File: src/rtl/rtb_pkg.sv
// rtb_pkg: shared constants and elaboration-time helpers for the real-time
// timebase (real_time_base) and its sub-blocks.
//   SEC_PER_MIN : seconds per minute (second counter modulus)
//   MS_W, SEC_W : widths of the ms-of-second and second-of-minute fields
//   clog2       : ceiling log2, never less than 1 (sizes the prescaler)
//   params_ok   : legality check of the top-level parameter set
package rtb_pkg;

  localparam int SEC_PER_MIN = 60;
  localparam int MS_W        = 10;
  localparam int SEC_W       = 6;

  function automatic int clog2(input int value);
    int bits;
    int rem;
    bits = 0;
    rem  = value - 1;
    while (rem > 0) begin
      bits++;
      rem = rem >> 1;
    end
    return (bits < 1) ? 1 : bits;
  endfunction

  // The clock must divide evenly into base ticks, the prescaler needs at
  // least two states, and the ms field must fit in MS_W bits.
  function automatic bit params_ok(input int clk_hz, input int tick_hz,
                                   input int ticks_per_sec, input int min_w);
    if (tick_hz <= 0) return 1'b0;
    if ((clk_hz % tick_hz) != 0) return 1'b0;
    return ((clk_hz / tick_hz) >= 2) && (ticks_per_sec >= 1) &&
           (ticks_per_sec <= (1 << MS_W)) && (min_w >= 1) && (min_w <= 30);
  endfunction

endpackage

File: src/rtl/real_time_base_if.sv
// real_time_base_if: event-timestamp capture port of the timebase.
//   EVENT        : single-cycle capture strobe (consumer -> timebase)
//   SNAP_ACK     : snapshot acknowledge         (consumer -> timebase)
//   SNAP_SUB     : captured prescaler value     (timebase -> consumer)
//   SNAP_MS/SEC/MIN : captured time fields      (timebase -> consumer)
//   SNAP_VALID   : snapshot holds unread data
//   SNAP_OVERRUN : an EVENT was dropped while SNAP_VALID was high
// The timebase uses the slave modport, the consumer the master modport.
interface real_time_base_if #(
  parameter int SUB_W = 2,
  parameter int MIN_W = 16
);
  import rtb_pkg::*;

  logic                EVENT;
  logic                SNAP_ACK;
  logic [SUB_W-1:0]    SNAP_SUB;
  logic [MS_W-1:0]     SNAP_MS;
  logic [SEC_W-1:0]    SNAP_SEC;
  logic [MIN_W-1:0]    SNAP_MIN;
  logic                SNAP_VALID;
  logic                SNAP_OVERRUN;

  modport slave (
    input  EVENT, SNAP_ACK,
    output SNAP_SUB, SNAP_MS, SNAP_SEC, SNAP_MIN, SNAP_VALID, SNAP_OVERRUN
  );

  modport master (
    output EVENT, SNAP_ACK,
    input  SNAP_SUB, SNAP_MS, SNAP_SEC, SNAP_MIN, SNAP_VALID, SNAP_OVERRUN
  );
endinterface

File: src/rtl/mod_n_counter.sv
// mod_n_counter: modulo-N counter with saturating parallel load.
//   CLK, RST : clock, synchronous active-high reset
//   INC      : advance by one (wraps N-1 -> 0)
//   LOAD     : load LOAD_VAL, clamped to N-1; has priority over INC
//   CNT      : current count
//   WRAP     : high in the cycle where an increment takes N-1 -> 0
module mod_n_counter #(
  parameter int N     = 10,
  parameter int WIDTH = 4
) (
  input  logic             CLK,
  input  logic             RST,
  input  logic             INC,
  input  logic             LOAD,
  input  logic [WIDTH-1:0] LOAD_VAL,
  output logic [WIDTH-1:0] CNT,
  output logic             WRAP
);

  localparam logic [WIDTH-1:0] MAX = WIDTH'(N - 1);

  logic [WIDTH-1:0] cnt_q;
  logic [WIDTH-1:0] cnt_d;

  // NOTE: every output of an always_comb gets a default first, so no path
  // leaves it unassigned and no latch is inferred.
  always_comb begin
    cnt_d = cnt_q;
    if (LOAD) begin
      cnt_d = (LOAD_VAL > MAX) ? MAX : LOAD_VAL;
    end else if (INC) begin
      cnt_d = (cnt_q == MAX) ? '0 : cnt_q + 1'b1;
    end
  end

  // NOTE: state is written with non-blocking assignments so every register
  // samples its pre-edge inputs, independent of process ordering.
  always_ff @(posedge CLK) begin
    if (RST) cnt_q <= '0;
    else     cnt_q <= cnt_d;
  end

  assign CNT  = cnt_q;
  assign WRAP = INC && !LOAD && (cnt_q == MAX);

endmodule

File: src/rtl/real_time_base.sv
// real_time_base: clock prescaler cascaded into ms / second / minute counters,
// with tick pulses, toggle outputs, software load and an event timestamp.
//   CLK, RST          : clock, synchronous active-high reset (overrides all)
//   EN                : count enable; counters and *_SQ hold when low
//   SET, SET_MS/SEC/MIN : single-cycle load of the time value (saturating)
//   MS/SEC/MIN_TICK   : one-cycle pulses, coincident with the counting edge
//   MS/SEC/MIN_SQ     : toggle once per corresponding tick
//   CNT_MS/SEC/MIN    : current time
//   snap              : EVENT capture with valid/ack handshake (slave side)
module real_time_base
  import rtb_pkg::*;
#(
  parameter int CLK_HZ        = 9600000,
  parameter int TICK_HZ       = 1000,
  parameter int TICKS_PER_SEC = 1000,
  parameter int MIN_WIDTH     = 16
) (
  input  logic                 CLK,
  input  logic                 RST,
  input  logic                 EN,
  input  logic                 SET,
  input  logic [MS_W-1:0]      SET_MS,
  input  logic [SEC_W-1:0]     SET_SEC,
  input  logic [MIN_WIDTH-1:0] SET_MIN,
  real_time_base_if.slave      snap,
  output logic                 MS_TICK,
  output logic                 SEC_TICK,
  output logic                 MIN_TICK,
  output logic                 MS_SQ,
  output logic                 SEC_SQ,
  output logic                 MIN_SQ,
  output logic [MS_W-1:0]      CNT_MS,
  output logic [SEC_W-1:0]     CNT_SEC,
  output logic [MIN_WIDTH-1:0] CNT_MIN
);

  localparam int DIV   = CLK_HZ / TICK_HZ;
  localparam int SUB_W = clog2(DIV);

  if (!params_ok(CLK_HZ, TICK_HZ, TICKS_PER_SEC, MIN_WIDTH)) begin : g_param_error
    $error("real_time_base: illegal CLK_HZ/TICK_HZ/TICKS_PER_SEC/MIN_WIDTH");
  end

  // ---------------- counter cascade ----------------
  logic                 run;
  logic [SUB_W-1:0]     pre_cnt;
  logic                 ms_tick;
  logic                 sec_tick;
  logic                 min_tick;
  logic                 min_wrap_unused;

  // A load cycle and a reset cycle never count, so no tick can fire in them.
  assign run = EN && !SET && !RST;

  mod_n_counter #(.N(DIV), .WIDTH(SUB_W)) u_prescaler (
    .CLK(CLK), .RST(RST), .INC(run), .LOAD(SET), .LOAD_VAL('0),
    .CNT(pre_cnt), .WRAP(ms_tick)
  );

  mod_n_counter #(.N(TICKS_PER_SEC), .WIDTH(MS_W)) u_ms (
    .CLK(CLK), .RST(RST), .INC(ms_tick), .LOAD(SET), .LOAD_VAL(SET_MS),
    .CNT(CNT_MS), .WRAP(sec_tick)
  );

  mod_n_counter #(.N(SEC_PER_MIN), .WIDTH(SEC_W)) u_sec (
    .CLK(CLK), .RST(RST), .INC(sec_tick), .LOAD(SET), .LOAD_VAL(SET_SEC),
    .CNT(CNT_SEC), .WRAP(min_tick)
  );

  // Free-running minutes: the wrap is silent, so its pulse is left unused.
  mod_n_counter #(.N(1 << MIN_WIDTH), .WIDTH(MIN_WIDTH)) u_min (
    .CLK(CLK), .RST(RST), .INC(min_tick), .LOAD(SET), .LOAD_VAL(SET_MIN),
    .CNT(CNT_MIN), .WRAP(min_wrap_unused)
  );

  assign MS_TICK  = ms_tick;
  assign SEC_TICK = sec_tick;
  assign MIN_TICK = min_tick;

  // ---------------- square outputs ----------------
  logic [2:0] sq_q;   // {min, sec, ms}
  logic [2:0] sq_d;

  assign sq_d = sq_q ^ {min_tick, sec_tick, ms_tick};

  always_ff @(posedge CLK) begin
    if (RST) sq_q <= '0;
    else     sq_q <= sq_d;
  end

  assign MS_SQ  = sq_q[0];
  assign SEC_SQ = sq_q[1];
  assign MIN_SQ = sq_q[2];

  // ---------------- event capture ----------------
  logic                 snap_valid_q, snap_valid_d;
  logic                 snap_ovr_q,   snap_ovr_d;
  logic [SUB_W-1:0]     snap_sub_q,   snap_sub_d;
  logic [MS_W-1:0]      snap_ms_q,    snap_ms_d;
  logic [SEC_W-1:0]     snap_sec_q,   snap_sec_d;
  logic [MIN_WIDTH-1:0] snap_min_q,   snap_min_d;

  // A capture is allowed when the slot is free or being freed in this same
  // cycle; the sampled values are the pre-edge ones, so a simultaneous SET
  // or count is not yet visible.
  always_comb begin
    snap_valid_d = snap_valid_q;
    snap_ovr_d   = snap_ovr_q;
    snap_sub_d   = snap_sub_q;
    snap_ms_d    = snap_ms_q;
    snap_sec_d   = snap_sec_q;
    snap_min_d   = snap_min_q;
    if (snap.EVENT && (!snap_valid_q || snap.SNAP_ACK)) begin
      snap_sub_d   = pre_cnt;
      snap_ms_d    = CNT_MS;
      snap_sec_d   = CNT_SEC;
      snap_min_d   = CNT_MIN;
      snap_valid_d = 1'b1;
      snap_ovr_d   = 1'b0;
    end else if (snap.SNAP_ACK && snap_valid_q) begin
      snap_valid_d = 1'b0;
      snap_ovr_d   = 1'b0;
    end else if (snap.EVENT) begin
      // Only reachable while valid and unacknowledged: drop and flag.
      snap_ovr_d   = 1'b1;
    end
  end

  always_ff @(posedge CLK) begin
    if (RST) begin
      snap_valid_q <= 1'b0;
      snap_ovr_q   <= 1'b0;
      snap_sub_q   <= '0;
      snap_ms_q    <= '0;
      snap_sec_q   <= '0;
      snap_min_q   <= '0;
    end else begin
      snap_valid_q <= snap_valid_d;
      snap_ovr_q   <= snap_ovr_d;
      snap_sub_q   <= snap_sub_d;
      snap_ms_q    <= snap_ms_d;
      snap_sec_q   <= snap_sec_d;
      snap_min_q   <= snap_min_d;
    end
  end

  assign snap.SNAP_VALID   = snap_valid_q;
  assign snap.SNAP_OVERRUN = snap_ovr_q;
  assign snap.SNAP_SUB     = snap_sub_q;
  assign snap.SNAP_MS      = snap_ms_q;
  assign snap.SNAP_SEC     = snap_sec_q;
  assign snap.SNAP_MIN     = snap_min_q;

endmodule

File: src/flat_wrapper.sv
// flat-port wrapper written by rule: the top's interface ports become plain ports
module real_time_base_flat import rtb_pkg::*;
#(
  parameter int CLK_HZ        = 9600000,
  parameter int TICK_HZ       = 1000,
  parameter int TICKS_PER_SEC = 1000,
  parameter int MIN_WIDTH     = 16
)
  (CLK, RST, EN, SET, SET_MS, SET_SEC, SET_MIN, MS_TICK, SEC_TICK, MIN_TICK, MS_SQ, SEC_SQ, MIN_SQ, CNT_MS, CNT_SEC, CNT_MIN, snap_EVENT, snap_SNAP_ACK, snap_SNAP_SUB, snap_SNAP_MS, snap_SNAP_SEC, snap_SNAP_MIN, snap_SNAP_VALID, snap_SNAP_OVERRUN);
  real_time_base_if #(.SUB_W((clog2((CLK_HZ / TICK_HZ)))), .MIN_W(MIN_WIDTH)) snap_i ();
  input  logic CLK;
  input  logic RST;
  input  logic EN;
  input  logic SET;
  input  logic [MS_W-1:0] SET_MS;
  input  logic [SEC_W-1:0] SET_SEC;
  input  logic [MIN_WIDTH-1:0] SET_MIN;
  output logic MS_TICK;
  output logic SEC_TICK;
  output logic MIN_TICK;
  output logic MS_SQ;
  output logic SEC_SQ;
  output logic MIN_SQ;
  output logic [MS_W-1:0] CNT_MS;
  output logic [SEC_W-1:0] CNT_SEC;
  output logic [MIN_WIDTH-1:0] CNT_MIN;
  input wire logic [$bits(snap_i.EVENT)-1:0] snap_EVENT;
  input wire logic [$bits(snap_i.SNAP_ACK)-1:0] snap_SNAP_ACK;
  output wire logic [$bits(snap_i.SNAP_SUB)-1:0] snap_SNAP_SUB;
  output wire logic [$bits(snap_i.SNAP_MS)-1:0] snap_SNAP_MS;
  output wire logic [$bits(snap_i.SNAP_SEC)-1:0] snap_SNAP_SEC;
  output wire logic [$bits(snap_i.SNAP_MIN)-1:0] snap_SNAP_MIN;
  output wire logic [$bits(snap_i.SNAP_VALID)-1:0] snap_SNAP_VALID;
  output wire logic [$bits(snap_i.SNAP_OVERRUN)-1:0] snap_SNAP_OVERRUN;
  assign snap_i.EVENT = snap_EVENT;
  assign snap_i.SNAP_ACK = snap_SNAP_ACK;
  assign snap_SNAP_SUB = snap_i.SNAP_SUB;
  assign snap_SNAP_MS = snap_i.SNAP_MS;
  assign snap_SNAP_SEC = snap_i.SNAP_SEC;
  assign snap_SNAP_MIN = snap_i.SNAP_MIN;
  assign snap_SNAP_VALID = snap_i.SNAP_VALID;
  assign snap_SNAP_OVERRUN = snap_i.SNAP_OVERRUN;
  real_time_base #(.CLK_HZ(CLK_HZ), .TICK_HZ(TICK_HZ), .TICKS_PER_SEC(TICKS_PER_SEC), .MIN_WIDTH(MIN_WIDTH)) u_core (.CLK(CLK), .RST(RST), .EN(EN), .SET(SET), .SET_MS(SET_MS), .SET_SEC(SET_SEC), .SET_MIN(SET_MIN), .snap(snap_i), .MS_TICK(MS_TICK), .SEC_TICK(SEC_TICK), .MIN_TICK(MIN_TICK), .MS_SQ(MS_SQ), .SEC_SQ(SEC_SQ), .MIN_SQ(MIN_SQ), .CNT_MS(CNT_MS), .CNT_SEC(CNT_SEC), .CNT_MIN(CNT_MIN));
endmodule
File: config.mk
export PLATFORM = sky130hd
export DESIGN_NAME = real_time_base_flat
export DESIGN_NICKNAME = d
export VERILOG_FILES = /design/src/rtl/rtb_pkg.sv /design/src/rtl/real_time_base_if.sv /design/src/rtl/mod_n_counter.sv /design/src/rtl/real_time_base.sv /design/src/flat_wrapper.sv
export SDC_FILE = /design/constraint.sdc
export NUM_CORES = 1
export LEC_CHECK = 0
export CAP_MARGIN = 20
export CORE_UTILIZATION = 41
export CTS_CLUSTER_SIZE = 28
export DETAILED_ROUTE_END_ITERATION = 12
export PLACE_DENSITY = 0.71
export SYNTH_ARGS = -nofsm -noshare
export SYNTH_HDL_FRONTEND = slang
export SYNTH_SLANG_ARGS = --single-unit
File: constraint.sdc
create_clock -name CLK -period 5.15 [get_ports CLK]
set_clock_uncertainty 0.1 [all_clocks]
set_input_delay 0.515 -clock CLK [delete_from_list [all_inputs] [get_ports CLK]]
set_output_delay 0.515 -clock CLK [all_outputs]
set_load 0.01 [all_outputs]
### Yosys cells after proc, flatten, opt, wreduce, memory -nomap -nowiden

Cells that the tools add are included.

| operators by class | value |
|---|---|
| reduce and logical (&&, ||, !) cells | 20 |
| add/sub/neg operators | 4 |
| $lt $le $gt $ge | 3 |
| bitwise gates (word level) | 1 |
| equal/unequal tests | 4 |
| mux-type cells | 15 |

Operators with widths:

| kind | number |
|---|---|
| two-way mux 16 bit | 4 |
| two-way mux 10 bit | 4 |
| two-way mux 6 bit | 4 |
| adder 16 x 1 -> 16 bit, second input constant | 1 |
| equality test 16 bit, second input constant | 1 |
| greater-than comparator 16 bit, second input constant | 1 |
| adder 14 x 1 -> 14 bit, second input constant | 1 |
| equality test 14 bit, second input constant | 1 |
| two-way mux 14 bit | 1 |
| adder 10 x 1 -> 10 bit, second input constant | 1 |
| equality test 10 bit, second input constant | 1 |
| greater-than comparator 10 bit, second input constant | 1 |
| logical AND 1 bit | 10 |
| nonzero test 2 bit | 4 |
| adder 6 x 1 -> 6 bit, second input constant | 1 |
| equality test 6 bit, second input constant | 1 |
| greater-than comparator 6 bit, second input constant | 1 |
| zero test 1 bit | 3 |
| OR reduction 3 bit | 1 |
| bitwise XOR 3 bit | 1 |
| two-way mux 1 bit | 2 |
| OR reduction 2 bit | 1 |
| logical OR 1 bit | 1 |

| word-level totals | value |
|---|---|
| flip-flop bits (word level) | 97 |
| logic and storage cells | 58 |
| output and inout port bits | 86 |
| bits of input ports | 38 |

### Depth between registers and ports, before layout

| depth | value |
|---|---|
| word-level depth | 11 |
| gate-level depth with buffers | 8 |
| gate-level depth less buffers | 8 |

### Cells and area by module

From an unflattened synthesis, not the netlist that was laid out.

| second synthesis, totals | value |
|---|---|
| cells, all modules | 585 |
| area total of the unflattened synthesis | 5,307.6 um2 |

By module, submodules not included:

| module | instances | cells an instance | area each (um2) | seq. area each (um2) |
|---|---|---|---|---|
| real_time_base | 1 | 218 | 2,301.0 | 1,021.0 |
| mod_n_counter at u_core.u_prescaler | 1 | 121 | 1,023.5 | 280.3 |
| mod_n_counter at u_core.u_min | 1 | 113 | 948.4 | 320.3 |
| mod_n_counter at u_core.u_ms | 1 | 85 | 673.1 | 200.2 |
| mod_n_counter at u_core.u_sec | 1 | 48 | 361.6 | 120.1 |

### Least setup slack after synthesis

Ideal clock, no wire load.

| timing | value |
|---|---|
| path kind | input port to output port |
| from | input RST |
| to | output MIN_TICK |
| arrival | 1,500 ps |
| path slack | 3,035 ps |
| data required time | 4,535 ps |
| stages | 6 |
| path buffers | 2 |
| cells stage by stage | buf_6 and4bb_2 nand4_4 clkinv_2 and3_1 buf_2 |

| between the ends | value |
|---|---|
| longest elaborated chain between the ends | 8 |

RTL lines:

| item | line | text |
|---|---|---|
| start, declared | flat_wrapper.sv:12 | `input logic RST;` |
| zero test 1 bit | real_time_base.sv:53 | `assign run = EN && !SET && !RST;` |
| logical AND 1 bit | real_time_base.sv:53 |  |
| logical AND 1 bit (6 in series) | mod_n_counter.sv:44 | `assign WRAP = INC && !LOAD && (cnt_q == MAX);` |
| end, declared | flat_wrapper.sv:20 | `output logic MIN_TICK;` |

No other way between the ends.

### Worst setup path in the final report

| timing | value |
|---|---|
| from | input EN |
| to | output SEC_TICK |

| between the ends | value |
|---|---|
| longest elaborated chain between the ends | 6 |

RTL lines:

| item | line | text |
|---|---|---|
| start, declared | flat_wrapper.sv:13 | `input logic EN;` |
| logical AND 1 bit (2 in series) | real_time_base.sv:53 |  |
| logical AND 1 bit (4 in series) | mod_n_counter.sv:44 |  |
| end, declared | flat_wrapper.sv:19 | `output logic SEC_TICK;` |

No other way between the ends.

==> results.sh <==
export IMPL_path_class="input pin to output pin"
export IMPL_hold_fix_buffer_count_after_cts=0
export IMPL_synth_edff_count=0
export IMPL_cts_made_buffers=9
export IMPL_outcome="complete, no violations"
export IMPL_initial_core_util=0.429
export IMPL_total_leakage_power_nw=2.04
export IMPL_instances_no_fill=814
export IMPL_initialDrtViolationCount=322
export IMPL_post_cts_repair_setup_buffers=0
export IMPL_fin_setup_tns_ps=0
export IMPL_antenna_found_initial=0
export IMPL_worst_slew_pin_transition_ps=928
export IMPL_synthArstFlopShare=0
export IMPL_post_synth_top_area_cell="sky130_fd_sc_hd__dfxtp_1"
export IMPL_ys_warnings_count=0
export IMPL_syn_area_sq_um=4510
export IMPL_post_synth_top_area_fraction=0.430
export IMPL_areaGrowthSynthToFinish_pct=31.9
export IMPL_seqPwrFrac=0.550
export IMPL_wl_per_cell_microns=15.6
export IMPL_remaining_drc_errors=0
export IMPL_final_max_slew_violation_count=0
export IMPL_worst_setup_path_startpoint="EN"
export IMPL_finalSetupViolations=0
export IMPL_r2r_end="u_core.u_min.CNT[6]$_SDFFE_PP0P_"
export IMPL_post_drt_via_cell_ratio=5.59
export IMPL_sequential_to_total_area_share_from_yosys_stat=0.430
export IMPL_max_clock_path_buffers=2
export IMPL_grt_overflow_total=0
export IMPL_totalWireLength_microns=12700
export IMPL_switchingPower_w=0.000424
export IMPL_irDropWorstVdd_uv=192
export IMPL_io_buffer_count=123
export IMPL_total_grt_usage=0.225
export IMPL_final_nets=715
export IMPL_global_route_wire_length_before_repair_microns=20900
export IMPL_max_clock_freq_ghz=0.286
export IMPL_combinationalPowerShare=0.131
export IMPL_synthCells=576
export IMPL_critical_path_endpoint_type="output pin"
export IMPL_ant_nets=0
export IMPL_power_report_internal_total_w=0.00106
export IMPL_num_fill_cells=995
export IMPL_number_of_hold_violations_in_the_final_report=0
export IMPL_dp_cells=798
export IMPL_grt_max_degree=90
export IMPL_firstDrtPassIters=6
export IMPL_antenna_cells=0
export IMPL_design_portCount=124
export IMPL_floorplan_die_width_microns=107
export IMPL_worst_path_clk_slew_ps=110
export IMPL_cts_htree_levels=3
export IMPL_number_of_global_route_vias_before_repair=4314
export IMPL_synth_cell_types=61
export IMPL_clock_tree_root_cell="sky130_fd_sc_hd__clkbuf_8"
export IMPL_reg2reg_setup_slack_ps=2530
export IMPL_cts_tree="done"
export IMPL_routabilityCongestion=0.848
export IMPL_final_layout_size_suffix_gt1_frac=0.0428
export IMPL_timing_final_crit_period_ps=3490
export IMPL_ff_latch_area_sq_um=1940
export IMPL_timing_max_slew_rel_slack=0.382
export IMPL_p_total_w=0.00149
export IMPL_switching_share=0.285
export IMPL_clock_insertion_delay_worst_skew_ps=360
export IMPL_die_h_microns=107
export IMPL_startpoint_of_the_worst_register_to_register_path="u_core.u_prescaler.CNT[0]$_SDFFE_PP0N_"
export IMPL_power_per_cell_area_nw_per_um2=250
export IMPL_hp_class="flop to flop"
export IMPL_dpl_hpwl_microns=8730
export IMPL_reg2reg_depth=7
export IMPL_cp_max_fo=18
export IMPL_endpoint="SEC_TICK"
export IMPL_floorplan_core_area_sq_um=10500
export IMPL_post_route_period_util=0.678
export IMPL_critPathRequiredTime_ps=4530
export IMPL_row_count=37
export IMPL_multiInputGateArea_sq_um=2360
export IMPL_synth_fp_nets=618
export IMPL_clkPwrFrac=0.319
export IMPL_worst_ep_arrival_time_ps=2880
export IMPL_clock_sink_count=97
export IMPL_timing_max_cap_violations=0
export IMPL_ys_seq_elements=97
export IMPL_area_of_the_die_sq_um=11400
export IMPL_timing_hold_worst_path_depth=2
export IMPL_timing_hold_ws_ps=361
export IMPL_netlist_top_cells_area="sky130_fd_sc_hd__dfxtp_1 43%, sky130_fd_sc_hd__nand2_1 11%, sky130_fd_sc_hd__a21oi_1 7.1%"
export IMPL_avgSynthCellArea_sq_um=7.83
export IMPL_dominantRegCellSynth="sky130_fd_sc_hd__dfxtp_1"
export IMPL_cp_start_kind="input pin"
export IMPL_unrepaired_setup_endpoints_after_global_routing="false"
export IMPL_num_vias=4552
export IMPL_postLayoutCoreUtil=0.566
export IMPL_cts_repair_resize_count=0
per-stage QoR:
stage	area (sq um)	setup slack (ps)
2_1_floorplan	4510	3040
3_3_place_gp	5770	1720
3_5_place_dp	5770	1670
4_1_cts	5950	1670
5_1_grt	5950	1480
6_report	5950	1660
critical path, cell delays in order:
cell and delay (ps):
sky130_fd_sc_hd__clkdlybuf4s50_1 560, sky130_fd_sc_hd__and4bb_2 330, sky130_fd_sc_hd__nand4_4 210, sky130_fd_sc_hd__clkinv_2 290, sky130_fd_sc_hd__nand2_1 210, sky130_fd_sc_hd__inv_1 190, sky130_fd_sc_hd__clkdlybuf4s50_1 570
layer usage:
metal / share of wire / wire length (microns) / track usage / vias to the layer above
met2: 0.47 / 6010 / 0.371 / 166
met5: 0 / 0 / 0 / -
li1: - / - / - / 2235
met4: 0.015 / 187 / 0.0665 / 0
met1: 0.45 / 5670 / 0.294 / 2136
met3: 0.065 / 823 / 0.0486 / 15
flip-flops by register name, indices dropped and copies added (netlist names), 3 cells and up:
| register | flops |
|---|---|
| u_core.snap.SNAP_SEC | 6 |
| u_core.u_sec.CNT | 6 |
| u_core.snap.SNAP_MS | 10 |
| u_core.u_ms.CNT | 10 |
| u_core.snap.SNAP_SUB | 14 |
| u_core.snap.SNAP_MIN | 16 |
| u_core.sq_q | 3 |
| u_core.u_min.CNT | 16 |
| u_core.u_prescaler.CNT | 14 |
cells in the final DEF (no fill, tap or decap), types with 5 or more instances in the layout:
master	instances
sky130_fd_sc_hd__a31oi_1	12
sky130_fd_sc_hd__a311oi_1	5
sky130_fd_sc_hd__o21ai_0	19
sky130_fd_sc_hd__nand3_1	26
sky130_fd_sc_hd__nand2_1	128
sky130_fd_sc_hd__xor2_1	10
sky130_fd_sc_hd__a211oi_1	9
sky130_fd_sc_hd__and3_1	7
sky130_fd_sc_hd__clkdlybuf4s50_1	122
sky130_fd_sc_hd__dfxtp_1	97
sky130_fd_sc_hd__and4_1	6
sky130_fd_sc_hd__xnor2_1	5
sky130_fd_sc_hd__a21oi_1	64
sky130_fd_sc_hd__inv_1	12
sky130_fd_sc_hd__nor2_1	35
sky130_fd_sc_hd__nor3_1	15
sky130_fd_sc_hd__clkbuf_8	9
sky130_fd_sc_hd__or3_1	6
sky130_fd_sc_hd__nand4_1	11
kinds of logic after synthesis:
family / count (synthesis) / share of synthesized area
buffers and inverters: 53 / 0.0477
XOR/XNOR: 15 / 0.0291
multiplexers: 4 / 0.00915
flip-flops: 97 / 0.430
AO/OA/AOI/OAI: 141 / 0.193
AND/OR/NAND/NOR: 262 / 0.280
adder cells (fa/ha/maj): 4 / 0.0111
power groups by stage:
stage	registers [W]	logic (W)	clock network [W]
final	0.000817	0.000195	0.000474
after global routing	0.000823	0.000212	0.000514
after detailed placement	0.000834	0.000195	0
after CTS	0.000816	0.000196	0.000487
after floorplan	0.000830	0.0000898	0
after global placement	0.000832	0.000192	0
worst min path at each step:
stage	start	to	slack (ps)
final	u_core.snap.SNAP_MIN[12]$_SDFFE_PP0P_	u_core.snap.SNAP_MIN[12]$_SDFFE_PP0P_	360
after detailed placement	u_core.snap.SNAP_SUB[11]$_SDFFE_PP0P_	u_core.snap.SNAP_SUB[11]$_SDFFE_PP0P_	350
after CTS	u_core.snap.SNAP_SUB[11]$_SDFFE_PP0P_	u_core.snap.SNAP_SUB[11]$_SDFFE_PP0P_	360
after global placement	u_core.snap.SNAP_MIN[15]$_SDFFE_PP0P_	u_core.snap.SNAP_MIN[15]$_SDFFE_PP0P_	340
after floorplan	u_core.u_prescaler.CNT[13]$_SDFFE_PP0N_	u_core.snap.SNAP_SUB[13]$_SDFFE_PP0P_	350
after global routing	u_core.snap.SNAP_MS[3]$_SDFFE_PP0P_	u_core.snap.SNAP_MS[3]$_SDFFE_PP0P_	380
area by class of cell:
class                      instances  area share
multi-input combinational        426       0.396
sequential                        97       0.326
timing repair buffer             126       0.210
tap                              136      0.0286
clock buffer                       9      0.0208
clock inverter                     7     0.00988
inverter                          13     0.00841
Yosys cell counts (2+ instances only):
cell and instances:
sky130_fd_sc_hd__or4_1 2, sky130_fd_sc_hd__o211ai_1 3, sky130_fd_sc_hd__nor3b_1 3, sky130_fd_sc_hd__nor2b_1 4, sky130_fd_sc_hd__nand2_1 128, sky130_fd_sc_hd__o21ai_0 19
sky130_fd_sc_hd__ha_1 4, sky130_fd_sc_hd__nor2_1 35, sky130_fd_sc_hd__and2_1 5, sky130_fd_sc_hd__a221oi_1 3, sky130_fd_sc_hd__buf_2 5, sky130_fd_sc_hd__nand3_1 26
sky130_fd_sc_hd__nand3b_1 2, sky130_fd_sc_hd__buf_1 2, sky130_fd_sc_hd__clkbuf_1 31, sky130_fd_sc_hd__a21o_1 2, sky130_fd_sc_hd__a31oi_1 12, sky130_fd_sc_hd__and3_1 7
sky130_fd_sc_hd__nor3_1 15, sky130_fd_sc_hd__dfxtp_1 97, sky130_fd_sc_hd__nand4_4 2, sky130_fd_sc_hd__a32oi_1 2, sky130_fd_sc_hd__o21bai_1 2, sky130_fd_sc_hd__or3_1 6
sky130_fd_sc_hd__mux2i_1 3, sky130_fd_sc_hd__o211a_1 2, sky130_fd_sc_hd__xor2_1 10, sky130_fd_sc_hd__a311oi_1 5, sky130_fd_sc_hd__inv_1 12, sky130_fd_sc_hd__o31a_1 2
sky130_fd_sc_hd__a211oi_1 9, sky130_fd_sc_hd__nor4_1 4, sky130_fd_sc_hd__and4_1 6, sky130_fd_sc_hd__nand4_1 11, sky130_fd_sc_hd__a22oi_1 2, sky130_fd_sc_hd__a21oi_1 64
sky130_fd_sc_hd__xnor2_1 5
Note: power is estimated with default switching activity, not from simulation.
